===== src/rtl/melody_pkg.sv =====
// Shared widths, note/duration constants, FSM states and the note record
// used by the melody sequencer and its note table.
package melody_pkg;

    localparam int PITCH_BITWIDTH = 9;
    localparam int DUR_BITWIDTH   = 13;
    localparam int ADDR_BITWIDTH  = 5;
    localparam int TABLE_DEPTH    = 1 << ADDR_BITWIDTH;

    // Silence between notes, only used when MELODY_SEQ_GAP_EN is defined.
    localparam int GAP_TICKS    = 200;
    localparam int GAP_BITWIDTH = $clog2(GAP_TICKS + 1);

    localparam logic [PITCH_BITWIDTH-1:0] NOTE_D     = 9'd266;
    localparam logic [PITCH_BITWIDTH-1:0] NOTE_E     = 9'd237;
    localparam logic [PITCH_BITWIDTH-1:0] NOTE_FIS   = 9'd211;
    localparam logic [PITCH_BITWIDTH-1:0] NOTE_G     = 9'd199;
    localparam logic [PITCH_BITWIDTH-1:0] NOTE_A     = 9'd177;
    localparam logic [PITCH_BITWIDTH-1:0] NOTE_B     = 9'd158;
    localparam logic [PITCH_BITWIDTH-1:0] NOTE_C     = 9'd149;
    localparam logic [PITCH_BITWIDTH-1:0] NOTE_DHIGH = 9'd133;

    localparam logic [DUR_BITWIDTH-1:0] DUR_HALF         = 13'd8000;
    localparam logic [DUR_BITWIDTH-1:0] DUR_DOTTED_QUART = 13'd6000;
    localparam logic [DUR_BITWIDTH-1:0] DUR_QUARTER      = 13'd4000;
    localparam logic [DUR_BITWIDTH-1:0] DUR_EIGHTH       = 13'd2000;

    typedef enum logic [1:0] {IDLE, LOAD, PLAY, GAP} state_t;

    typedef struct packed {
        logic [PITCH_BITWIDTH-1:0] pitch;
        logic [DUR_BITWIDTH-1:0]   dur;
    } note_t;

    // A zero duration would never reach the end-of-note condition, so it plays as one tick.
    function automatic logic [DUR_BITWIDTH-1:0] eff_dur(input logic [DUR_BITWIDTH-1:0] d);
        return (d == '0) ? DUR_BITWIDTH'(1) : d;
    endfunction

endpackage


===== src/rtl/note_table.sv =====
// 32-entry note register file: synchronous write, asynchronous read.
module note_table
    import melody_pkg::*;
(
    input  logic                      clk,
    input  logic                      wr_en,
    input  logic [ADDR_BITWIDTH-1:0]  wr_addr,
    input  logic [PITCH_BITWIDTH-1:0] wr_pitch,
    input  logic [DUR_BITWIDTH-1:0]   wr_dur,
    input  logic [ADDR_BITWIDTH-1:0]  rd_addr,
    output logic [PITCH_BITWIDTH-1:0] rd_pitch,
    output logic [DUR_BITWIDTH-1:0]   rd_dur
);

    note_t mem [TABLE_DEPTH];

    // NOTE: storage arrays get no reset; the host owns their contents and a reset must not erase a loaded melody.
    always_ff @(posedge clk) begin
        if (wr_en) begin
            mem[wr_addr] <= '{pitch: wr_pitch, dur: wr_dur};
        end
    end

    assign rd_pitch = mem[rd_addr].pitch;
    assign rd_dur   = mem[rd_addr].dur;

endmodule


===== src/rtl/melody_sequencer.sv =====
// Table-driven note sequencer feeding the sine clkgen pitch input on fs ticks.
// Define MELODY_SEQ_GAP_EN to insert GAP_TICKS of silence between notes.
module melody_sequencer
    import melody_pkg::*;
(
    input  logic                      clk,
    input  logic                      reset,
    input  logic                      fs_tick,
    input  logic                      wr_en,
    input  logic [ADDR_BITWIDTH-1:0]  wr_addr,
    input  logic [PITCH_BITWIDTH-1:0] wr_pitch,
    input  logic [DUR_BITWIDTH-1:0]   wr_dur,
    input  logic [ADDR_BITWIDTH:0]    len,
    input  logic                      loop_en,
    input  logic                      start,
    input  logic                      stop,
    output logic [PITCH_BITWIDTH-1:0] pitch,
    output logic                      note_start,
    output logic [ADDR_BITWIDTH-1:0]  note_idx,
    output logic                      busy,
    output logic                      done
);

    state_t                    state, next_state;
    logic [DUR_BITWIDTH-1:0]   remaining;
    logic [ADDR_BITWIDTH:0]    len_q;
    logic [PITCH_BITWIDTH-1:0] rd_pitch;
    logic [DUR_BITWIDTH-1:0]   rd_dur;
    logic                      start_ok, note_end, last_note;
`ifdef MELODY_SEQ_GAP_EN
    logic [GAP_BITWIDTH-1:0]   gap_cnt;
    logic                      gap_end;
`endif

    note_table u_note_table (
        .clk      (clk),
        .wr_en    (wr_en),
        .wr_addr  (wr_addr),
        .wr_pitch (wr_pitch),
        .wr_dur   (wr_dur),
        .rd_addr  (note_idx),
        .rd_pitch (rd_pitch),
        .rd_dur   (rd_dur)
    );

    assign start_ok  = start && (len != '0) && (len <= (ADDR_BITWIDTH+1)'(TABLE_DEPTH));
    assign note_end  = (state == PLAY) && fs_tick && (remaining == DUR_BITWIDTH'(1));
    assign last_note = ({1'b0, note_idx} == (len_q - (ADDR_BITWIDTH+1)'(1)));
`ifdef MELODY_SEQ_GAP_EN
    assign gap_end   = (state == GAP) && fs_tick && (gap_cnt == GAP_BITWIDTH'(1));
`endif

    // NOTE: sequential state is written with <= so every flop samples pre-edge values.
    always_ff @(posedge clk or negedge reset) begin
        if (!reset) begin
            state <= IDLE;
        end else begin
            state <= next_state;
        end
    end

    // NOTE: next_state is defaulted before the case so no path leaves it unassigned (no latch).
    always_comb begin
        next_state = state;
        case (state)
            IDLE: if (start_ok) next_state = LOAD;
            LOAD: next_state = PLAY;
            PLAY: begin
                if (note_end) begin
                    if (last_note && !loop_en) begin
                        next_state = IDLE;
                    end else begin
`ifdef MELODY_SEQ_GAP_EN
                        next_state = GAP;
`else
                        next_state = LOAD;
`endif
                    end
                end
            end
`ifdef MELODY_SEQ_GAP_EN
            GAP: if (gap_end) next_state = LOAD;
`endif
            default: next_state = IDLE;
        endcase
        // stop overrides everything, including a simultaneous start
        if (stop) next_state = IDLE;
    end

    always_comb begin
        busy = (state != IDLE);
    end

    always_ff @(posedge clk or negedge reset) begin
        if (!reset) begin
            pitch      <= '0;
            note_start <= 1'b0;
            note_idx   <= '0;
            done       <= 1'b0;
            remaining  <= '0;
            len_q      <= '0;
`ifdef MELODY_SEQ_GAP_EN
            gap_cnt    <= '0;
`endif
        end else begin
            note_start <= 1'b0;
            done       <= 1'b0;
            if (stop) begin
                pitch    <= '0;
                note_idx <= '0;
            end else begin
                case (state)
                    IDLE: begin
                        if (start_ok) begin
                            len_q    <= len;
                            note_idx <= '0;
                        end
                    end
                    LOAD: begin
                        pitch      <= rd_pitch;
                        remaining  <= eff_dur(rd_dur);
                        note_start <= 1'b1;
                    end
                    PLAY: begin
                        if (fs_tick && (remaining != '0)) begin
                            remaining <= remaining - DUR_BITWIDTH'(1);
                        end
                        if (note_end) begin
                            if (!last_note) begin
                                note_idx <= note_idx + ADDR_BITWIDTH'(1);
                            end else if (loop_en) begin
                                note_idx <= '0;
                            end else begin
                                pitch    <= '0;
                                done     <= 1'b1;
                                note_idx <= '0;
                            end
`ifdef MELODY_SEQ_GAP_EN
                            if (!last_note || loop_en) begin
                                pitch   <= '0;
                                gap_cnt <= GAP_BITWIDTH'(GAP_TICKS);
                            end
`endif
                        end
                    end
`ifdef MELODY_SEQ_GAP_EN
                    GAP: begin
                        if (fs_tick && (gap_cnt != '0)) begin
                            gap_cnt <= gap_cnt - GAP_BITWIDTH'(1);
                        end
                    end
`endif
                    default: ;
                endcase
            end
        end
    end

endmodule


===== config.mk =====
export PLATFORM = sky130hd
export DESIGN_NAME = melody_sequencer
export DESIGN_NICKNAME = d
export VERILOG_FILES = /design/src/rtl/melody_pkg.sv /design/src/rtl/note_table.sv /design/src/rtl/melody_sequencer.sv
export SDC_FILE = /design/constraint.sdc
export NUM_CORES = 1
export LEC_CHECK = 0
export ABC_AREA = 0
export BUFFER_PORTS_ARGS = -buffer_cell sky130_fd_sc_hd__buf_2
export CAP_MARGIN = 10
export CORE_MARGIN = 2
export CORE_UTILIZATION = 60
export DETAILED_ROUTE_END_ITERATION = 7
export GPL_ROUTABILITY_DRIVEN = 0
export GPL_TIMING_DRIVEN = 0
export PLACE_DENSITY = 0.83
export REMOVE_ABC_BUFFERS = 1
export SYNTH_ARGS = -nofsm -noshare
export SYNTH_HDL_FRONTEND = slang
export SYNTH_SLANG_ARGS = --single-unit

===== constraint.sdc =====
create_clock -name clk -period 4.2 [get_ports clk]
set_input_delay 0.84 -clock clk [delete_from_list [all_inputs] [get_ports clk]]
set_output_delay 0.84 -clock clk [all_outputs]
set_load 0.01 [all_outputs]

==> results of run 1 <==
-- flip-flops by register name, summed over array words and instances (netlist names) --
name              cells
state                 2
note_idx              5
remaining            13
done                  1
len_q                 6
pitch                 9
note_start            1
u_note_table.mem    704
-- critical path: stages (launching register included) --
cell and delay [ns]:
dfrtp_4 1.06, buf_16 0.34, buf_16 0.32, mux4_1 0.65, mux4_2 0.51, o21a_1 0.31
nand4bb_1 0.23, o21ai_1 0.14
-- placed cells by master, fill, tap and decap left out, drive strengths merged, types with 2 or more instances in the layout --
cell	netlist	layout
or4	2	2
a21oi	14	14
nor2	56	56
clkbuf	23	90
buf	49	99
ha	10	10
a21boi	2	2
clkinvlp	0	4
o22ai	9	9
nand3	17	17
edfxtp	704	704
or3b	2	2
dfrtp	37	37
nand2	30	30
mux2i	99	99
nor2b	6	6
bufinv	0	2
o2bb2ai	10	10
o2111ai	4	4
nor3	11	11
xnor2	5	5
o211ai	26	26
o21ai	22	22
mux4	155	155
nand2b	3	3
o21a	3	3
a22o	3	3
nor3b	6	6
and2	3	3
nor4	2	2
a2bb2oi	2	2
nand3b	7	7
inv	15	17
a221oi	8	8
a22oi	36	36
nand4	5	5
clkinv	1	30
o31ai	3	3
mux2	6	6
nor4b	2	2
-- kinds of logic (layout without fill, tap and decap cells) --
kind of cell	after synthesis	count (layout)
muxes	260	260
AOI/OAI and AO/OA	152	152
DFF	741	741
adders and majority gates	10	10
xor gates and xnor gates	6	6
and+or+nand+nor	157	157
buffers and inverters	88	242
-- path summary, 6_finish.rpt --
| path | startpoint | endpoint | cells after the start |
|---|---|---|---|
| max reg2reg | note_idx[0]$_DFFE_PN0P_ | remaining[0]$_DFFE_PN0P_ | 7 |
| max | note_idx[0]$_DFFE_PN0P_ | remaining[0]$_DFFE_PN0P_ | 7 |
| max in group asynchronous | reset | note_idx[1]$_DFFE_PN0P_ | 1 |
| min reg2reg | pitch[2]$_DFFE_PN0P_ | pitch[2]$_DFFE_PN0P_ | 1 |
| min in group clk | loop_en | done$_DFF_PN0_ | 2 |
| min | reset | remaining[9]$_DFFE_PN0P_ | 1 |
-- per-stage QoR --
step                setup TNS [ns]  power (mW)
floorplan                  -101.46        9.70
global placement           -230.42        10.2
detailed placement               0        10.2
CTS                              0        16.3
global route                     0        16.7
finish                           0        16.3
-- synth_stat cells (all sizes together), types with 4 or more instances --
cell type,number
nand3b,7
o22ai,9
ha,10
nor3,11
xnor2,5
a22oi,36
mux2,6
inv,15
o211ai,26
mux4,155
a21oi,14
nand2,30
o2bb2ai,10
mux2i,99
clkbuf,23
edfxtp,704
nor2b,6
nor3b,6
buf,49
nor2,56
dfrtp,37
o21ai,22
nand4,5
a221oi,8
o2111ai,4
nand3,17
-- where the power goes --
group          total [mW]  internal (mW)  switching, mW
Combinational        1.58          0.700          0.878
Sequential           8.54           8.30          0.242
Clock                6.18           3.43           2.74
-- area by class of cell --
cell class	count	share of cell area
Timing Repair Buffer	99	0.0412
Clock inverter	37	0.00772
Sequential cell	741	0.661
Multi-Input combinational cell	585	0.206
Tap cell	615	0.0230
Inverter	16	0.00180
Clock buffer	90	0.0585
-- layer usage --
| layer | share of wire | GRT usage | wire (um) |
|---|---|---|---|
| met5 | 0.00013 | 0 | 10 |
| met4 | 0.057 | 0.171 | 4410 |
| met3 | 0.11 | 0.0758 | 8160 |
| met2 | 0.50 | 0.513 | 38200 |
| met1 | 0.34 | 0.387 | 26000 |
==> out/qor_table.md, run 1 <==
| Metric | This run | Unit |
| --- | --- | --- |
| WL per Instance | 35.2 | um |
| Cell count after synthesis | 1414 | - |
| Leakage power summed over all cells | 10.3 | nW |
| Final net count | 1564 | - |
| Clock tree from TritonCTS | done | - |
| Insertion delay of the later-clocked pin in the worst-skew pair | 0.62 | ns |
| Register Area | 22100 | um^2 |
| Worst slew pin tran | 1.22 | ns |
| Num CTS Buffers | 71 | - |
| Setup slack on the worst flop-to-flop path | 0.47 | ns |
| Placed instance area | 31200 | um^2 |
| Power per cell area | 488 | nW/um^2 |
| Non-Filler Cell Area, Final | 33400 | um^2 |
| Final cell count without fillers | 2183 | - |
| Total area of multi-input combinational cells | 6890 | um^2 |
| CTS resizes | 0 | - |
| Share of synthesized flip-flops with an asynchronous set or reset | 0.0499 | - |
| Number of warnings issued by yosys | 0 | - |
| Number of flip-flops and latches in the synthesized netlist | 741 | - |
| Yosys cell types | 65 | - |
| Compound-gate portion of the synthesized area | 0.0377 | - |
| Post-synthesis simple-gate area fraction | 0.0264 | - |
| Die height | 225 | um |
| Post-Place Worst Slack | 0.515 | ns |
| XOR/XNOR share of the synthesized area | 0.00180 | - |
| Remaining number of nets flagged by the antenna check after routing | 0 | - |
| Unrepaired setup endpoints after global routing | no | - |
| Fraction of the core area covered by cells at the end of the flow | 0.696 | - |
| Maximum achievable frequency | 0.268 | GHz |
| Count of inserted antenna diode cells | 0 | - |
| Path category of the worst min-delay check | primary input to async pin | - |
| P&R area growth vs syn | 14.3 | % |
| Total setup buffers inserted after CTS | 0 | - |
| Required arrival time at the worst endpoint | 4.73 | ns |
| Clock-pin transition on the worst setup and hold timing paths | 0.06 | ns |
| Post-synth top area share | 0.724 | - |
| Number of hold violations in the final report | 0 | - |
| Number of hold buffers added after CTS | 0 | - |
| Number of rows created at floorplan | 80 | - |
| Arrival @ worst endpoint | 4.26 | ns |
| Number of global-route vias before repair | 16.0k | - |
| Floorplan die width | 225 | um |
| Count of flip-flops with a built-in enable after synthesis | 704 | - |
| Cell type contributing the most total cell area after synthesis | edfxtp_1 | - |
| Top post-synthesis cells by area | edfxtp_1 72%, mux4_2 11%, mux2i_1 3.4% | - |
| Element type at the critical path end | flip-flop | - |
| Via density | 7.24 | - |
| Post-synthesis instance area | 29200 | um^2 |
| Number of placed I/O pins | 57 | - |
| Skew final | 0.0249 | ns |
| Count of buffers from port buffering | 56 | - |
| Average cell area after synthesis | 20.7 | um^2 |
| Remaining DRCs | 0 | - |
| Maximum fanout along the worst path | 49 | - |
| Overall track demand over capacity in global routing | 0.312 | - |
| Number of DRC violations after detailed-routing iteration 0 | 2343 | - |
| Relative slew slack | 0.182 | - |
| Status | finished clean | - |
| Kind of start point of the critical path | flip-flop | - |
| Clock tree root driver cell | clkbuf_16 | - |
| Number of levels the H-tree was split into | 3 | - |
| Layout cell share with drive strength beyond 1 | 0.253 | - |
| Via count | 15.8k | - |
| Worst-case setup margin in the final layout | 0.474 | ns |
| Largest family of logic cells by synthesized area | multiplexers | - |
| Final Slew Violations | 0 | - |
| Pin count of the biggest net entering global routing | 63 | - |
| Adder-cell share of the synthesized area | 0.00428 | - |
| Largest vdd supply drop | 267 | uV |
| CTS sink cnt | 741 | - |
| Area enclosed by the die boundary | 50500 | um^2 |
| Fraction of synthesized area in multiplexers | 0.157 | - |
| Share of the yosys chip area belonging to registers | 0.755 | - |
| First drt pass iteration count | 5 | - |
| Setup-failing EPs final | 0 | - |
| Number of antenna violations at the first check in global routing | 1 | - |
| Ys flop type | edfxtp_1 | - |
| Final wirelength | 76700 | um |
| Total overflow reported by the global router | 0 | - |
| Initial Utilization | 0.609 | - |
| Critical path class | flip-flop to flip-flop | - |
| Filler cell count in the final layout | 2598 | - |
| Worst Hold Slack | 0.350 | ns |
| Area of the core | 47900 | um^2 |
| Clock Tree Buf Depth | 3 | - |
| Final worst-path cycle share | 0.887 | - |
| Number of max-cap violations | 0 | - |
| Shortest period the worst path allows | 3.73 | ns |
| Total instance count after detailed placement | 2055 | - |
| Global-route wire length before repair | 110000 | um |
| Detail Placement HPWL | 43200 | um |
No activity file was read; power rests on OpenSTA's default activity.
==> inputs of run 2 (changes only) <==
Settings changed: CORE_ASPECT_RATIO set to 1.75, CORE_MARGIN 2 to not set.
Clock period 4.2 ns to 4.7 ns, I/O delays scaled along.
==> out/qor_table.md, run 2 (synthesis results as in run 1) <==
| Metric | This run | Unit | vs previous |
| --- | --- | --- | --- |
| Initial Utilization | 0.610 | - | +0.000860 |
| Final cell count without fillers | 2204 | - | +0.96% |
| Count of inserted antenna diode cells | 0 | - | unchanged |
| Number of flip-flops in the largest register | 704 | - | unchanged |
| Top register by number of flip-flops | u_note_table.mem | - |  |
| Maximum achievable frequency | 0.279 | GHz | +3.8% |
| Number of DRC violations after detailed-routing iteration 0 | 1958 | - | -16% |
| Remaining DRCs | 0 | - | unchanged |
| Kind of start point of the critical path | flip-flop | - |  |
| Commonest non-fill, non-tap cell in the layout | edfxtp_1 | - |  |
| Number of hold buffers added after CTS | 0 | - | unchanged |
| Number of levels the H-tree was split into | 2 | - | -1 |
| Final net count | 1555 | - | -0.58% |
| Clk pwr share | 0.362 | - | -0.017 |
| Area enclosed by the die boundary | 49600 | um^2 | -1.7% |
| Required arrival time at the worst endpoint | 5.23 | ns | +0.50 ns |
| Power per cell area | 427 | nW/um^2 | -13% |
| Clock tree root driver cell | clkbuf_16 | - |  |
| Clock tree from TritonCTS | done | - |  |
| Count of buffers from port buffering | 56 | - | unchanged |
| Die height | 294 | um | +31% |
| Total instance count after detailed placement | 2091 | - | +1.8% |
| Relative slew slack | 0.119 | - | -0.0629 |
| Status | finished clean | - |  |
| Num CTS Buffers | 59 | - | -17% |
| Leakage power summed over all cells | 10.2 | nW | -0.97% |
| Number of placed I/O pins | 57 | - | unchanged |
| Remaining number of nets flagged by the antenna check after routing | 0 | - | unchanged |
| Unrepaired setup endpoints after global routing | no | - |  |
| Area of the core | 47900 | um^2 | -0.14% |
| Number of rows created at floorplan | 106 | - | +33% |
| CTS resizes | 0 | - | unchanged |
| Number of global-route vias before repair | 15.8k | - | -1.2% |
| Total power after layout | 14.2 | mW | -13% |
| Via density | 7.05 | - | -2.6% |
| Total overflow reported by the global router | 0 | - | unchanged |
| Total area of multi-input combinational cells | 6890 | um^2 | about the same |
| Element type at the critical path end | flip-flop | - |  |
| Filler cell count in the final layout | 2704 | - | +4.1% |
| P&R area growth vs syn | 13.9 | % |  |
| Startpoint of the worst-slack reg-to-reg timing path | note_idx[0]$_DFFE_PN0P_ | - |  |
| Final Slew Violations | 0 | - | unchanged |
| Worst slew pin tran | 1.32 | ns | +0.0920 ns |
| Number of hold violations in the final report | 0 | - | unchanged |
| Sequential share of power | 0.537 | - | +0.013 |
| First drt pass iteration count | 5 | - | unchanged |
| Global-route wire length before repair | 108000 | um | -2.0% |
| Total setup buffers inserted after CTS | 0 | - | unchanged |
| Overall track demand over capacity in global routing | 0.314 | - | +0.00139 |
| Most frequent cells in the layout | 704 x edfxtp_1, 143 x mux4_2, 99 x mux2i_1, 60 x clkbuf_16, 56 x buf_2 | - |  |
| Arrival @ worst endpoint | 4.11 | ns | -0.15 ns |
| Final wirelength | 75400 | um | -1.8% |
| Skew final | 0.0284 | ns | +0.00343 ns |
| Share of total power consumed by net switching | 0.237 | - | -0.000448 |
| Setup-failing EPs final | 0 | - | unchanged |
| Internal Dissipation | 10.8 | mW | -13% |
| Largest vdd supply drop | 380 | uV | +42% |
| Final worst-path cycle share | 0.764 | - | -0.124 |
| Maximum fanout along the worst path | 35 | - | -29% |
| Largest registers in the final layout | u_note_table.mem x704, remaining x13, pitch x9 | - |  |
| Via count | 15.5k | - | -1.7% |
| Power dissipated by switching net loads | 3.36 | mW | -13% |
| WL per Instance | 34.2 | um | -2.7% |
| Insertion delay of the later-clocked pin in the worst-skew pair | 0.62 | ns | about the same |
| Number of antenna violations at the first check in global routing | 1 | - | unchanged |
| First element of the critical path | note_idx[0]$_DFFE_PN0P_ | - |  |
| Clock Tree Buf Depth | 3 | - | unchanged |
| Number of max-cap violations | 0 | - | unchanged |
| Detail Placement HPWL | 42800 | um | -0.99% |
| Path category of the worst min-delay check | primary input to async pin | - |  |
| Floorplan die width | 169 | um | -25% |
| Layout cell share with drive strength beyond 1 | 0.254 | - | +0.00195 |
| Shortest period the worst path allows | 3.59 | ns | -0.137 ns |
| Critical path class | flip-flop to flip-flop | - |  |
| Portion of total power attributed to combinational logic | 0.102 | - | +0.005 |
| Register Area | 22100 | um^2 | unchanged |
| CTS sink cnt | 741 | - | unchanged |
| Clock-pin transition on the worst setup and hold timing paths | 0.07 | ns | about the same |
| Pin count of the biggest net entering global routing | 58 | - | -7.9% |
## run 2: changes by cell type in the layout (fill, tap and decap cells not counted), moves of 3 or more
cell and change:
buf_12 +4, clkinvlp_4 +6, bufinv_16 +5, clkinv_4 +3, clkinv_1 -3, clkinv_2 -5, clkbuf_8 +3, clkbuf_16 -16
clkbuf_1 -9
## run 2: power by group through the flow
stage	Combinational [mW]	Clock, mW	Sequential (mW)
3_3_place_gp	1.26	0	7.84
4_1_cts	1.44	5.15	7.62
3_5_place_dp	1.41	0	7.75
6_report	1.44	5.14	7.62
5_1_grt	1.55	5.37	7.64
2_1_floorplan	0.893	0	7.77
## run 2: layout make-up
cell class,instances,area share
clock buffer,68,0.0469
inverter,16,0.00180
clock inverter,44,0.0136
sequential,741,0.663
timing repair buffer,102,0.0428
tap,648,0.0244
multi-input combinational,585,0.207
## run 2: final timing paths
kind	endpoint	slack, ns	cells after the start
setup / recovery	remaining[11]$_DFFE_PN0P_	1.11	8
hold / removal	len_q[4]$_DFFE_PN0P_	0.49	1
setup reg to reg	remaining[11]$_DFFE_PN0P_	1.11	8
hold reg to reg	remaining[12]$_DFFE_PN0P_	0.52	1
max in group asynchronous	note_idx[0]$_DFFE_PN0P_	3.50	1
min in group clk	done$_DFF_PN0_	0.51	2
## run 2: metrics by stage
step | worst slack (ns) | hold slack [ns] | area, um^2 | util | setup TNS, ns
floorplan | -3.22 | 0.467 | 28800 | - | -86.16
global placement | -6.68 | 0.488 | 29900 | 0.624 | -183.92
detailed placement | 1.18 | 0.502 | 31300 | 0.653 | 0
CTS | 1.12 | 0.490 | 33300 | 0.695 | 0
global route | 1.04 | 0.513 | 33300 | 0.695 | 0
finish | 1.11 | 0.491 | 33300 | 0.695 | 0
## run 2: worst max-delay path, stage by stage, from the launching register on
cell and delay, ns:
dfrtp_4 0.72, buf_16 0.30, inv_1 0.84, a211oi_1 0.13, a22oi_1 0.31, a41oi_1 0.18
o21ai_0 0.60, o22ai_1 0.19, a21oi_1 0.16
## run 2: per-layer routing
| layer | track usage | wire, um |
|---|---|---|
| met5 | 0 | 0 |
| met4 | 0.192 | 5010 |
| met3 | 0.0479 | 6720 |
| met2 | 0.527 | 38600 |
| met1 | 0.385 | 25000 |
